--- src/rtl/clock_pkg.sv ---
// Shared BCD types and helpers for the clock/alarm datapath counters.
package clock_pkg;

  typedef logic [3:0] bcd_t;

  localparam bcd_t HOUR_MAX_TENS             = 4'd2;
  localparam bcd_t HOUR_MAX_ONES_AT_MAX_TENS = 4'd3;

  typedef enum logic [1:0] {IDLE, DELAY, REPEAT} key_state_e;

  typedef struct packed {
    bcd_t tens;
    bcd_t ones;
  } hour_t;

  typedef struct packed {
    logic pm;
    bcd_t tens;
    bcd_t ones;
  } disp_t;

  function automatic logic is_last_hour(hour_t h);
    return (h.tens == HOUR_MAX_TENS) && (h.ones == HOUR_MAX_ONES_AT_MAX_TENS);
  endfunction

  function automatic hour_t bcd_inc_hour(hour_t h);
    hour_t r;
    r = h;
    if (is_last_hour(h)) begin
      r = '0;
    end else if (h.ones == 4'd9) begin
      r.tens = h.tens + 4'd1;
      r.ones = 4'd0;
    end else begin
      r.ones = h.ones + 4'd1;
    end
    return r;
  endfunction

  // 00 shows as 12 AM, 12 as 12 PM, 13-23 fold down to 01-11 PM.
  function automatic disp_t to_12h(hour_t h, logic mode_12h);
    logic [4:0] bin;
    logic [4:0] r;
    disp_t      d;
    bin    = 5'(h.tens) * 5'd10 + 5'(h.ones);
    r      = bin;
    d.pm   = 1'b0;
    d.tens = h.tens;
    d.ones = h.ones;
    if (mode_12h) begin
      d.pm = (bin >= 5'd12);
      if (bin == 5'd0) begin
        r = 5'd12;
      end else if (bin > 5'd12) begin
        r = bin - 5'd12;
      end
      d.tens = (r >= 5'd10) ? 4'd1 : 4'd0;
      d.ones = (r >= 5'd10) ? 4'(r - 5'd10) : 4'(r);
    end
    return d;
  endfunction

endpackage

--- src/rtl/key_repeat.sv ---
// Key synchroniser with press detection and hold-to-auto-repeat; emits single-cycle inc pulses.
module key_repeat
  import clock_pkg::*;
#(
  parameter int unsigned REPEAT_DELAY  = 500,
  parameter int unsigned REPEAT_PERIOD = 200,
  parameter int unsigned SYNC_STAGES   = 2
) (
  input  logic clk_i,
  input  logic rst_i,
  input  logic en_i,
  input  logic key_n_i,
  output logic inc_pulse_o
);

  localparam int unsigned MaxCount = (REPEAT_DELAY > REPEAT_PERIOD) ? REPEAT_DELAY : REPEAT_PERIOD;
  localparam int unsigned TimerW   = $clog2(MaxCount + 1);
  localparam logic [TimerW-1:0] DelayLast  = TimerW'(REPEAT_DELAY - 1);
  localparam logic [TimerW-1:0] PeriodLast = TimerW'(REPEAT_PERIOD - 1);

  logic [SYNC_STAGES-1:0] sync_q;
  logic                   pressed, pressed_q, press_edge;
  key_state_e             state_q, state_d;
  logic [TimerW-1:0]      timer_q, timer_d, timer_inc;

  assign pressed    = ~sync_q[SYNC_STAGES-1];
  assign press_edge = pressed & ~pressed_q;
  assign timer_inc  = (timer_q == '1) ? timer_q : timer_q + 1'b1;

  always_comb begin
    state_d     = state_q;
    timer_d     = timer_q;
    inc_pulse_o = 1'b0;
    if (!en_i) begin
      state_d = IDLE;
      timer_d = '0;
    end else begin
      unique case (state_q)
        IDLE: begin
          if (press_edge) begin
            inc_pulse_o = 1'b1;
            state_d     = DELAY;
            timer_d     = '0;
          end
        end
        DELAY: begin
          if (!pressed) begin
            state_d = IDLE;
            timer_d = '0;
          end else if (timer_q == DelayLast) begin
            inc_pulse_o = 1'b1;
            state_d     = REPEAT;
            timer_d     = '0;
          end else begin
            timer_d = timer_inc;
          end
        end
        REPEAT: begin
          if (!pressed) begin
            state_d = IDLE;
            timer_d = '0;
          end else if (timer_q == PeriodLast) begin
            inc_pulse_o = 1'b1;
            timer_d     = '0;
          end else begin
            timer_d = timer_inc;
          end
        end
        default: begin
          state_d = IDLE;
          timer_d = '0;
        end
      endcase
    end
  end

  // Synchroniser idles at 1 (released) so reset never looks like a press.
  always_ff @(posedge clk_i or posedge rst_i) begin
    if (rst_i) begin
      sync_q    <= '1;
      pressed_q <= 1'b0;
      state_q   <= IDLE;
      timer_q   <= '0;
    end else begin
      sync_q    <= SYNC_STAGES'({sync_q, key_n_i});
      pressed_q <= pressed;
      state_q   <= state_d;
      timer_q   <= timer_d;
    end
  end

endmodule

--- src/rtl/hour_counter_24.sv ---
// BCD 00-23 hour counter with carry-edge run mode, key set mode and registered 12/24 h display.
module hour_counter_24
  import clock_pkg::*;
#(
  parameter int unsigned REPEAT_DELAY  = 500,
  parameter int unsigned REPEAT_PERIOD = 200,
  parameter int unsigned SYNC_STAGES   = 2
) (
  input  logic       CLK,
  input  logic       RST,
  input  logic       EN_work,
  input  logic       EN_set,
  input  logic       hour_CIN,
  input  logic       key_inc,
  input  logic       mode_12h,
  output logic [3:0] hour_ones,
  output logic [3:0] hour_tens,
  output logic [3:0] disp_ones,
  output logic [3:0] disp_tens,
  output logic       pm,
  output logic       day_COUT
);

  logic  set_mode, run_mode, cin_q, cin_rise, key_pulse, run_inc, inc;
  logic  day_q, day_d;
  hour_t hour_q, hour_d;
  disp_t disp_q, disp_d;

  assign set_mode = ~EN_set;
  assign run_mode = ~EN_work & EN_set;
  assign cin_rise = hour_CIN & ~cin_q;
  assign run_inc  = run_mode & cin_rise;
  assign inc      = set_mode ? key_pulse : run_inc;

  key_repeat #(
    .REPEAT_DELAY (REPEAT_DELAY),
    .REPEAT_PERIOD(REPEAT_PERIOD),
    .SYNC_STAGES  (SYNC_STAGES)
  ) u_key_repeat (
    .clk_i      (CLK),
    .rst_i      (RST),
    .en_i       (set_mode),
    .key_n_i    (key_inc),
    .inc_pulse_o(key_pulse)
  );

  always_comb begin
    hour_d = inc ? bcd_inc_hour(hour_q) : hour_q;
    day_d  = run_inc & is_last_hour(hour_q);
    disp_d = to_12h(hour_q, mode_12h);
  end

  // cin_q resets high so a carry already asserted at reset release is not an edge.
  always_ff @(posedge CLK or posedge RST) begin
    if (RST) begin
      hour_q <= '0;
      disp_q <= '0;
      day_q  <= 1'b0;
      cin_q  <= 1'b1;
    end else begin
      hour_q <= hour_d;
      disp_q <= disp_d;
      day_q  <= day_d;
      cin_q  <= hour_CIN;
    end
  end

  assign hour_ones = hour_q.ones;
  assign hour_tens = hour_q.tens;
  assign disp_ones = disp_q.ones;
  assign disp_tens = disp_q.tens;
  assign pm        = disp_q.pm;
  assign day_COUT  = day_q;

endmodule

--- config.mk ---
export PLATFORM = sky130hd
export DESIGN_NAME = hour_counter_24
export DESIGN_NICKNAME = d
export VERILOG_FILES = /design/src/rtl/clock_pkg.sv /design/src/rtl/key_repeat.sv /design/src/rtl/hour_counter_24.sv
export SDC_FILE = /design/constraint.sdc
export NUM_CORES = 1
export LEC_CHECK = 0
export ABC_AREA = 0
export BUFFER_PORTS_ARGS = -buffer_cell sky130_fd_sc_hd__buf_2
export CAP_MARGIN = 15
export CORE_MARGIN = 5
export CORE_UTILIZATION = 30
export CTS_BUF_LIST = sky130_fd_sc_hd__clkbuf_16
export CTS_CLUSTER_DIAMETER = 50
export DETAILED_ROUTE_END_ITERATION = 6
export GPL_TIMING_DRIVEN = 0
export MAX_ROUTING_LAYER = met4
export SLEW_MARGIN = 15
export SYNTH_ARGS = -nofsm -noshare
export SYNTH_HDL_FRONTEND = slang
export SYNTH_SLANG_ARGS = --single-unit
--- constraint.sdc ---
create_clock -name CLK -period 3.8 [get_ports CLK]
set_clock_uncertainty 0.2 [all_clocks]
set_input_delay 0.19 -clock CLK [delete_from_list [all_inputs] [get_ports CLK]]
set_output_delay 0.19 -clock CLK [all_outputs]
set_load 0.005 [all_outputs]
==> impl_metrics.toml, run 1 <==
[grt]
grt_max_degree = 34
grt_usage = 0.111
grt_pass1_vias = 1622
antenna_found_initial = 0
gr-total-overflow = 0
grt_pass1_wl_microns = 7460

[pwr]
ir_drop_v = 0.00116
p_per_area_nw_per_um2 = 1090
power.total_mw = 2.75
leakagePower_nw = 1.13

[floorplan]
die_w_microns = 93.3
coreArea_sq_um = 6760
start_util = 0.308
rows = 30
die_area_sq_um = 8700
io_pins = 25
chipHeight_microns = 93.3

[clocking]
ctsHtreeMaxLevel = 2
cts_num_sinks = 33
cts_tree = "yes"
root_buffer = "clkbuf_16"
cts_buffer_depth = 2
cts_made_buffers = 5
clkLatencyLatePin_ns = 0.28
clkTransAtPathRegs_ns = 0.06

[routing]
viasPerCell = 4.99
drtPass1Iterations = 4
drtIter0Drc = 57
ant_nets = 0
wl_microns = 4420
drc = 0
routedWlPerCell_microns = 13.4
vias = 1641

[place]
io_buffers = 24
gp_congestion = 0.796
dp_hpwl_microns = 3290

[worst_setup_path]
path_depth = 14
timing.critical_path.cells = "ha_1, ha_2, xor2_4, ha_1, or3b_4, nand3_1, a21oi_1, mux2i_1, inv_1, ha_1, inv_1, o311ai_2, a41oi_1, o31ai_2"
crit_top_cell = "ha_1"
startpoint_type = "register"
end_kind = "register"
worstReg2RegStart = "hour_tens[0]"
r2r_cells = 14
slowest_delay_ns = 0.46
crit_buf_inv = 2
crit_start = "hour_tens[0]"
crit_path_max_fanout = 7
r2r_end = "disp_ones[2]"
rrSetupSlack_ns = 0.28
slowest_stage = "dfrtp_1"
path_delay_family = "adder cells"
critPathKind = "reg -> reg"
endpoint = "disp_ones[2]"
crit_required_ns = 3.76
cp.arrival_ns = 3.47

[synth]
synth_ff_type = "dfrtp_1"
synth_seq_area_share = 0.399
synth-edff-count = 0
yosysTopAreaCellShare = 0.361
ys_warn_count = 0
syn_inst = 210
syn_area_per_cell_sq_um = 9.90
synth.area.top_cells = "dfrtp_1 (36%), ha_1 (9.0%), nor2_1 (4.3%)"
syn_nets = 233
synth.largest_area_cell = "dfrtp_1"
synth_area_sq_um = 2080
yosysUniqueCellTypes = 56
ys_ff_latch = 33
synthArstFlopShare = 1.00

[final_layout]
fin_nets = 271
seqCellArea_sq_um = 830
final.fill_count = 688
area_growth_pct = 21.4
layout_common_cells = "dfrtp_1 (30), buf_2 (25), nor2_1 (24)"
mostFrequentLayoutCell = "dfrtp_1"
multi_input_area_sq_um = 1190
num_antenna_cells = 0
drive_gt1_frac = 0.205

[timing]
fmax_mhz = 284
finalCritPeriodShare = 0.925
max_slew_margin = 0.554
hold_viol_final = 0
hold_slack_ns = 0.155
finalMaxSlewViolations = 0
setup_viol = 0
period_minus_slack_ns = 3.52
worstMarginPinSlew_ns = 0.669
tns_ns = 0
rsz0062_at_grt = "no"

[status]
status = "complete, no violations"

[min_path]
hold_path.class = "reg -> reg"

[flow_run]
cap_viol_max_count = 0
==> through the flow <==
step | cells | util | instance area [sq um] | setup WS, ns
5_1_grt | 329 | 0.374 | 2520 | 0.0481
6_report | 329 | 0.374 | 2520 | 0.283
3_3_place_gp | 314 | 0.340 | 2300 | 0.0905
2_1_floorplan | 210 | - | 2080 | 0.354
4_1_cts | 327 | 0.369 | 2490 | 0.0288
3_5_place_dp | 314 | 0.340 | 2300 | 0.0554
==> logic make-up (layout without fill, tap and decap cells) <==
family                     count (synthesis)  in the layout  share of synthesized area
muxes                                      7              7                     0.0355
adders and majority gates                 16             16                     0.0999
xor gates and xnor gates                  10             10                     0.0523
and+or+nand+nor                           79             79                      0.214
AOI/OAI and AO/OA                         43             43                      0.159
buffers and inverters                     22             61                     0.0403
DFF                                       33             33                      0.399
==> flip-flops by register name, indices dropped and copies added (netlist names) <==
register,cells
u_key_repeat.state_q,2
cin_q,1
day_COUT,1
disp_tens,4
u_key_repeat.pressed_q,1
disp_ones,4
u_key_repeat.sync_q,2
pm,1
u_key_repeat.timer_q,9
hour_ones,4
hour_tens,4
==> routing by layer <==
metal / share of wire / wire, microns / vias to the layer above / global-route usage
met4: 0.018 / 78 / 0 / 0.0403
met2: 0.46 / 2050 / 19 / 0.172
met5: 0 / 0 / - / -
li1: - / - / 827 / -
met1: 0.49 / 2160 / 786 / 0.139
met3: 0.031 / 138 / 9 / 0.0306
==> cell usage after synthesis, drive strengths merged, types with 2 or more instances <==
cell type,n
and2,3
o211ai,4
nor3,2
nand2b,2
xor2,5
and3,5
o31ai,2
a21o,2
nor4,2
a31oi,5
mux2i,4
nand4,6
clkbuf,6
mux2,3
or3b,2
xnor2,4
a221oi,2
dfstp,3
nor4bb,2
dfrtp,30
and4,3
inv,15
a21oi,11
nand2,11
o2111ai,2
nand3,5
ha,15
o21a,3
a41oi,2
nor2b,7
nor2,24
o21ai,3
==> layout make-up <==
cell class	count	area share
Tap cell	80	0.0396
Sequential cell	33	0.329
Buffer	7	0.0109
Clock inverter	3	0.00595
Timing Repair Buffer	31	0.0733
Multi-Input combinational cell	155	0.470
Clock buffer	5	0.0496
Inverter	15	0.0223
==> power breakdown <==
part	switching (mW)	internal [mW]
clock	0.144	0.238
sequential	0.105	0.445
combinational	0.956	0.863
total	1.20	1.55
==> timing repair <==
| item | in CTS | in global routing |
|---|---|---|
| hold buffers | 5 | 0 |
| setup endpoints to repair | 0 | 4 |
| endpoints found under the hold margin | 35 | 0 |
| buffers inserted | 0 | 2 |
| gates resized for setup | 0 | 3 |
==> how the worst min path moves through the flow <==
| stage | slack (ns) | from | to | cells after the start |
|---|---|---|---|---|
| after floorplan | -0.006 | hour_CIN | cin_q | 0 |
| after global placement | 0.10 | key_inc | u_key_repeat.sync_q[0] | 1 |
| after detailed placement | 0.1 | key_inc | u_key_repeat.sync_q[0] | 1 |
| after CTS | 0.16 | u_key_repeat.sync_q[0] | u_key_repeat.sync_q[1] | 0 |
| after global routing | 0.16 | u_key_repeat.sync_q[0] | u_key_repeat.sync_q[1] | 0 |
| final | 0.16 | u_key_repeat.sync_q[0] | u_key_repeat.sync_q[1] | 0 |
(Power assumes the default switching activity.)
==> inputs of run 2 (changes only) <==
RECOVER_POWER = 25   (was not set)
==> run 2 against run 1 <==
Against the previous run:
- register-to-register slack about the same
- clock power about the same
- clock-buffer cell count unchanged
- first-iteration DRC count up 11%
==> impl_metrics.toml, run 2 (synthesized netlist as in run 1, its figures left out) <==
[status]
status = "complete, no violations"

[grt]
grt_pass1_vias = 1622
grt_pass1_wl_microns = 7460
antenna_found_initial = 0
gr-total-overflow = 0
grt_max_degree = 34
grt_usage = 0.111

[pwr]
power.total_mw = 2.74
pwr-share-clk = 0.139
swShare = 0.440
p_int_mw = 1.54
power_switching_mw = 1.21
ir_drop_v = 0.00116
leakagePower_nw = 1.10
p_comb_frac = 0.660
p_per_area_nw_per_um2 = 1090
seqPwrFrac = 0.201

[final_layout]
largest-register = "u_key_repeat.timer_q"
num_antenna_cells = 0
seqCellArea_sq_um = 830
multi_input_area_sq_um = 1190
final.fill_count = 695
largest_reg_flops = 9
area_growth_pct = 20.9
fin_nets = 271
layout_common_cells = "dfrtp_1 (30), nor2_1 (24), inv_1 (16), buf_2 (16), clkbuf_1 (15)"
mostFrequentLayoutCell = "dfrtp_1"
drive_gt1_frac = 0.161

[timing]
finalMaxSlewViolations = 0
setup_viol = 0
tns_ns = 0
finalCritPeriodShare = 0.925
fmax_mhz = 284
rsz0062_at_grt = "no"
worstMarginPinSlew_ns = 1.21
max_slew_margin = 0.193
period_minus_slack_ns = 3.52
hold_viol_final = 0

[clocking]
cts_num_sinks = 33
cts_made_buffers = 5
cts_tree = "yes"
cts_buffer_depth = 2
clkLatencyLatePin_ns = 0.28
root_buffer = "clkbuf_16"
ctsHtreeMaxLevel = 2
clkTransAtPathRegs_ns = 0.06

[worst_setup_path]
timing.critical_path.cells = "ha_1, ha_2, xor2_4, ha_1, or3b_4, nand3_1, a21oi_1, mux2i_1, inv_1, ha_1, inv_1, o311ai_2, a41oi_1, o31ai_2"
cp.arrival_ns = 3.47
crit_top_cell = "ha_1"
crit_path_max_fanout = 7
end_kind = "register"
startpoint_type = "register"
slowest_stage = "dfrtp_1"
crit_required_ns = 3.76
r2r_cells = 14
slowest_delay_ns = 0.46
worstReg2RegStart = "hour_tens[0]"
crit_start = "hour_tens[0]"
critPathKind = "reg -> reg"

[floorplan]
start_util = 0.308
coreArea_sq_um = 6760
io_pins = 25
die_area_sq_um = 8700
rows = 30
die_w_microns = 93.3
chipHeight_microns = 93.3

[routing]
routedWlPerCell_microns = 13.4
vias = 1641
ant_nets = 0
drtPass1Iterations = 4
drc = 0
drtIter0Drc = 63
wl_microns = 4420
viasPerCell = 4.99

[place]
io_buffers = 24
dp_hpwl_microns = 3290
gp_congestion = 0.796

[min_path]
hold_path.class = "reg -> reg"
min_path_cells = 0
hold_start = "u_key_repeat.sync_q[0]"

[flow_run]
cap_viol_max_count = 0
[run 2: cell types whose count changed in the layout (fill, tap and decap cells not counted), sizes merged]
cell,delta
clkbuf,+9
buf,-9
[run 2: power by group through the flow]
stage               Sequential, mW  Clock [mW]  Combinational, mW
floorplan                    0.536           0               1.35
global placement             0.553           0               1.65
detailed placement           0.554           0               1.69
CTS                          0.550       0.392               1.70
global route                 0.568       0.408               2.01
finish                       0.550       0.381               1.81
[run 2: worst paths after layout]
path                                                 to  slack (ns)
worst max-delay path                       disp_ones[2]        0.28
worst min-delay path             u_key_repeat.sync_q[1]        0.16
worst max register to register             disp_ones[2]        0.28
worst min register to register   u_key_repeat.sync_q[1]        0.16
max in group asynchronous       u_key_repeat.state_q[0]        2.08
min in group asynchronous                  disp_ones[1]        0.59
[run 2: cell type report]
type | count | area share
timing repair buffer | 31 | 0.0692
clock buffer | 5 | 0.0498
tap | 80 | 0.0398
buffer | 7 | 0.0110
inverter | 15 | 0.0224
sequential | 33 | 0.330
multi-input combinational | 155 | 0.472
clock inverter | 3 | 0.00597
[run 2: repair_timing]
action | CTS | global route
hold buffers | 5 | 0
resized for setup | 0 | 3
hold endpoints to repair | 35 | 0
endpoints found under the setup margin | 0 | 4
setup buffers | 0 | 2
[run 2: routing by layer]
| metal | GRT usage | share of wire | vias up |
|---|---|---|---|
| met5 | - | 0 | - |
| met2 | 0.172 | 0.46 | 19 |
| met4 | 0.0403 | 0.018 | 0 |
| met1 | 0.139 | 0.49 | 786 |
| li1 | - | - | 827 |
| met3 | 0.0306 | 0.032 | 9 |
[run 2: per-stage QoR]
stage          std cells  hold WS (ns)  cell area [sq um]  setup slack [ns]   util
2_1_floorplan        210      -0.00552               2080             0.354      -
5_1_grt              329         0.162               2510            0.0482  0.372
3_3_place_gp         314         0.101               2300            0.0905  0.340
3_5_place_dp         314        0.0987               2300            0.0554  0.340
6_report             329         0.160               2510             0.284  0.372
4_1_cts              327         0.156               2490            0.0288  0.369
[run 2: critical path: cells and delay by family (launching register included)]
family          cells  cell delay [ns]
xor+xnor            1             0.16
simple gates        2             0.50
mux                 1             0.20
flops               1             0.46
compound gates      4             0.61
fa+ha+maj           4             1.12
buf+inv             2             0.16
==> inputs of run 3 (changes only) <==
CELL_PAD_IN_SITES_DETAIL_PLACEMENT = 1   (was not set)
CELL_PAD_IN_SITES_GLOBAL_PLACEMENT = 2   (was not set)
PLACE_DENSITY_LB_ADDON = 0.1   (was not set)
clock period = 3.9 ns   (was 3.8 ns; I/O delays follow)
==> run 3 against run 2 <==
Against the previous run:
- fmax decreased by 2.1%
- via count fell by 1.2%
- register-to-register slack gained 0.02 ns
- critical path depth stayed put
- final cell count fell by 0.30%
- sequential cell count did not move
- combinational power is 3% lower
- core utilization down 0.24 points
- total power fell by 2.9%
- critical path type unchanged
- sequential power shrank 2%
- clock-buffer cell count is the same
==> impl_metrics.toml, run 3 (synthesized netlist as in run 1, its figures left out) <==
[pwr]
power.total_mw = 2.66
ir_drop_v = 0.000686
leakagePower_nw = 1.11
p_per_area_nw_per_um2 = 1070

[worst_setup_path]
worstReg2RegStart = "hour_tens[0]"
crit_path_max_fanout = 7
endpoint = "disp_ones[2]"
end_kind = "register"
cp.arrival_ns = 3.54
r2r_end = "disp_ones[2]"
crit_start = "hour_tens[0]"
rrSetupSlack_ns = 0.31
r2r_cells = 14
critPathKind = "reg -> reg"
crit_required_ns = 3.85
startpoint_type = "register"

[place]
placed_area_sq_um = 2300
dpl_worst_slack_ns = 0.0600
dp_hpwl_microns = 3800
gp_congestion = 0.710
io_buffers = 24

[floorplan]
io_pins = 25
die_w_microns = 93.3
die_area_sq_um = 8700
coreArea_sq_um = 6760
chipHeight_microns = 93.3
start_util = 0.308
rows = 30

[final_layout]
final_cell_area_sq_um = 2500
num_antenna_cells = 0
area_growth_pct = 20.1
drive_gt1_frac = 0.157
largest_reg_flops = 9
seqCellArea_sq_um = 830
largest-register = "u_key_repeat.timer_q"
multi_input_area_sq_um = 1180
fin_nets = 270
mostFrequentLayoutCell = "dfrtp_1"
layout_common_cells = "dfrtp_1 (30), nor2_1 (24), inv_1 (17)"
final.fill_count = 792

[timing]
tns_ns = 0
finalCritPeriodShare = 0.921
setup_viol = 0
fmax_mhz = 278
max_slew_margin = 0.511
finalMaxSlewViolations = 0
worst_slack_ns = 0.308
period_minus_slack_ns = 3.59
hold_slack_ns = 0.00989
hold_viol_final = 0
worstMarginPinSlew_ns = 0.733
rsz0062_at_grt = "no"

[grt]
grt_pass1_vias = 1781
antenna_found_initial = 0
gr-total-overflow = 0
grt_pass1_wl_microns = 8960
grt_usage = 0.134
grt_max_degree = 34

[routing]
wl_microns = 5030
viasPerCell = 4.94
drc = 0
ant_nets = 0
routedWlPerCell_microns = 15.3
vias = 1621
drtIter0Drc = 37
drtPass1Iterations = 3

[min_path]
min_path_cells = 3
hold_path.class = "in -> reg"

[clocking]
cts_made_buffers = 5
clkTransAtPathRegs_ns = 0.05
root_buffer = "clkbuf_16"
ctsHtreeMaxLevel = 2
clkLatencyLatePin_ns = 0.27
cts_buffer_depth = 2
cts_tree = "yes"
cts_num_sinks = 33

[flow_run]
cap_viol_max_count = 0

[status]
status = "complete, no violations"
run 3: changes by cell type in the layout (fill, tap and decap cells not counted):
cell	delta
ha_1	+1
inv_2	+1
clkinv_1	-1
inv_1	+1
ha_2	-1
dlygate4sd3_1	-1
clkinvlp_4	-1
run 3: metal layers:
metal	vias to the layer above	routed length, microns	GRT usage
li1	827	-	-
met1	777	2420	0.165
met2	13	2470	0.220
met3	4	103	0.0282
met4	0	37	0.0440
met5	-	0	-
run 3: area by class of cell:
type,instances,share of cell area
buffer,7,0.0110
clock buffer,5,0.0501
clock inverter,3,0.00451
inverter,15,0.0225
multi-input combinational,155,0.474
sequential,33,0.332
tap,80,0.0401
timing repair buffer,30,0.0656
run 3: worst min-delay path by stage:
stage	to	startpoint	slack, ns
floorplan	cin_q	hour_CIN	-0.0005
global placement	u_key_repeat.sync_q[0]	key_inc	0.10
detailed placement	u_key_repeat.sync_q[0]	key_inc	0.10
CTS	pm	mode_12h	0.008
global route	pm	mode_12h	0.02
finish	pm	mode_12h	0.01
run 3: worst max-delay path, cell delays in order, from the launching register on:
cell and delay, ns:
dfrtp_1 0.47, ha_1 0.33, ha_1 0.43, xor2_4 0.22, ha_1 0.21, or3b_4 0.40, nand3_1 0.09, a21oi_1 0.06
mux2i_1 0.21, inv_1 0.07, ha_1 0.20, inv_1 0.09, o311ai_2 0.13, a41oi_1 0.27, o31ai_2 0.09
run 3: repair_timing:
item / CTS / global route
hold buffers: 4 / 0
endpoints found under the hold margin: 33 / 0
setup endpoints to repair: 0 / 3
setup buffers: 0 / 2
resized for setup: 0 / 2
run 3: stage by stage:
step,util,instances
finish,0.370,328
global route,0.370,328
CTS,0.366,326
detailed placement,0.340,314
global placement,0.340,314
floorplan,-,210
run 3: power breakdown:
part / switching, mW / internal (mW)
logic: 0.929 / 0.830
registers: 0.105 / 0.434
clock network: 0.135 / 0.229
total: 1.17 / 1.49
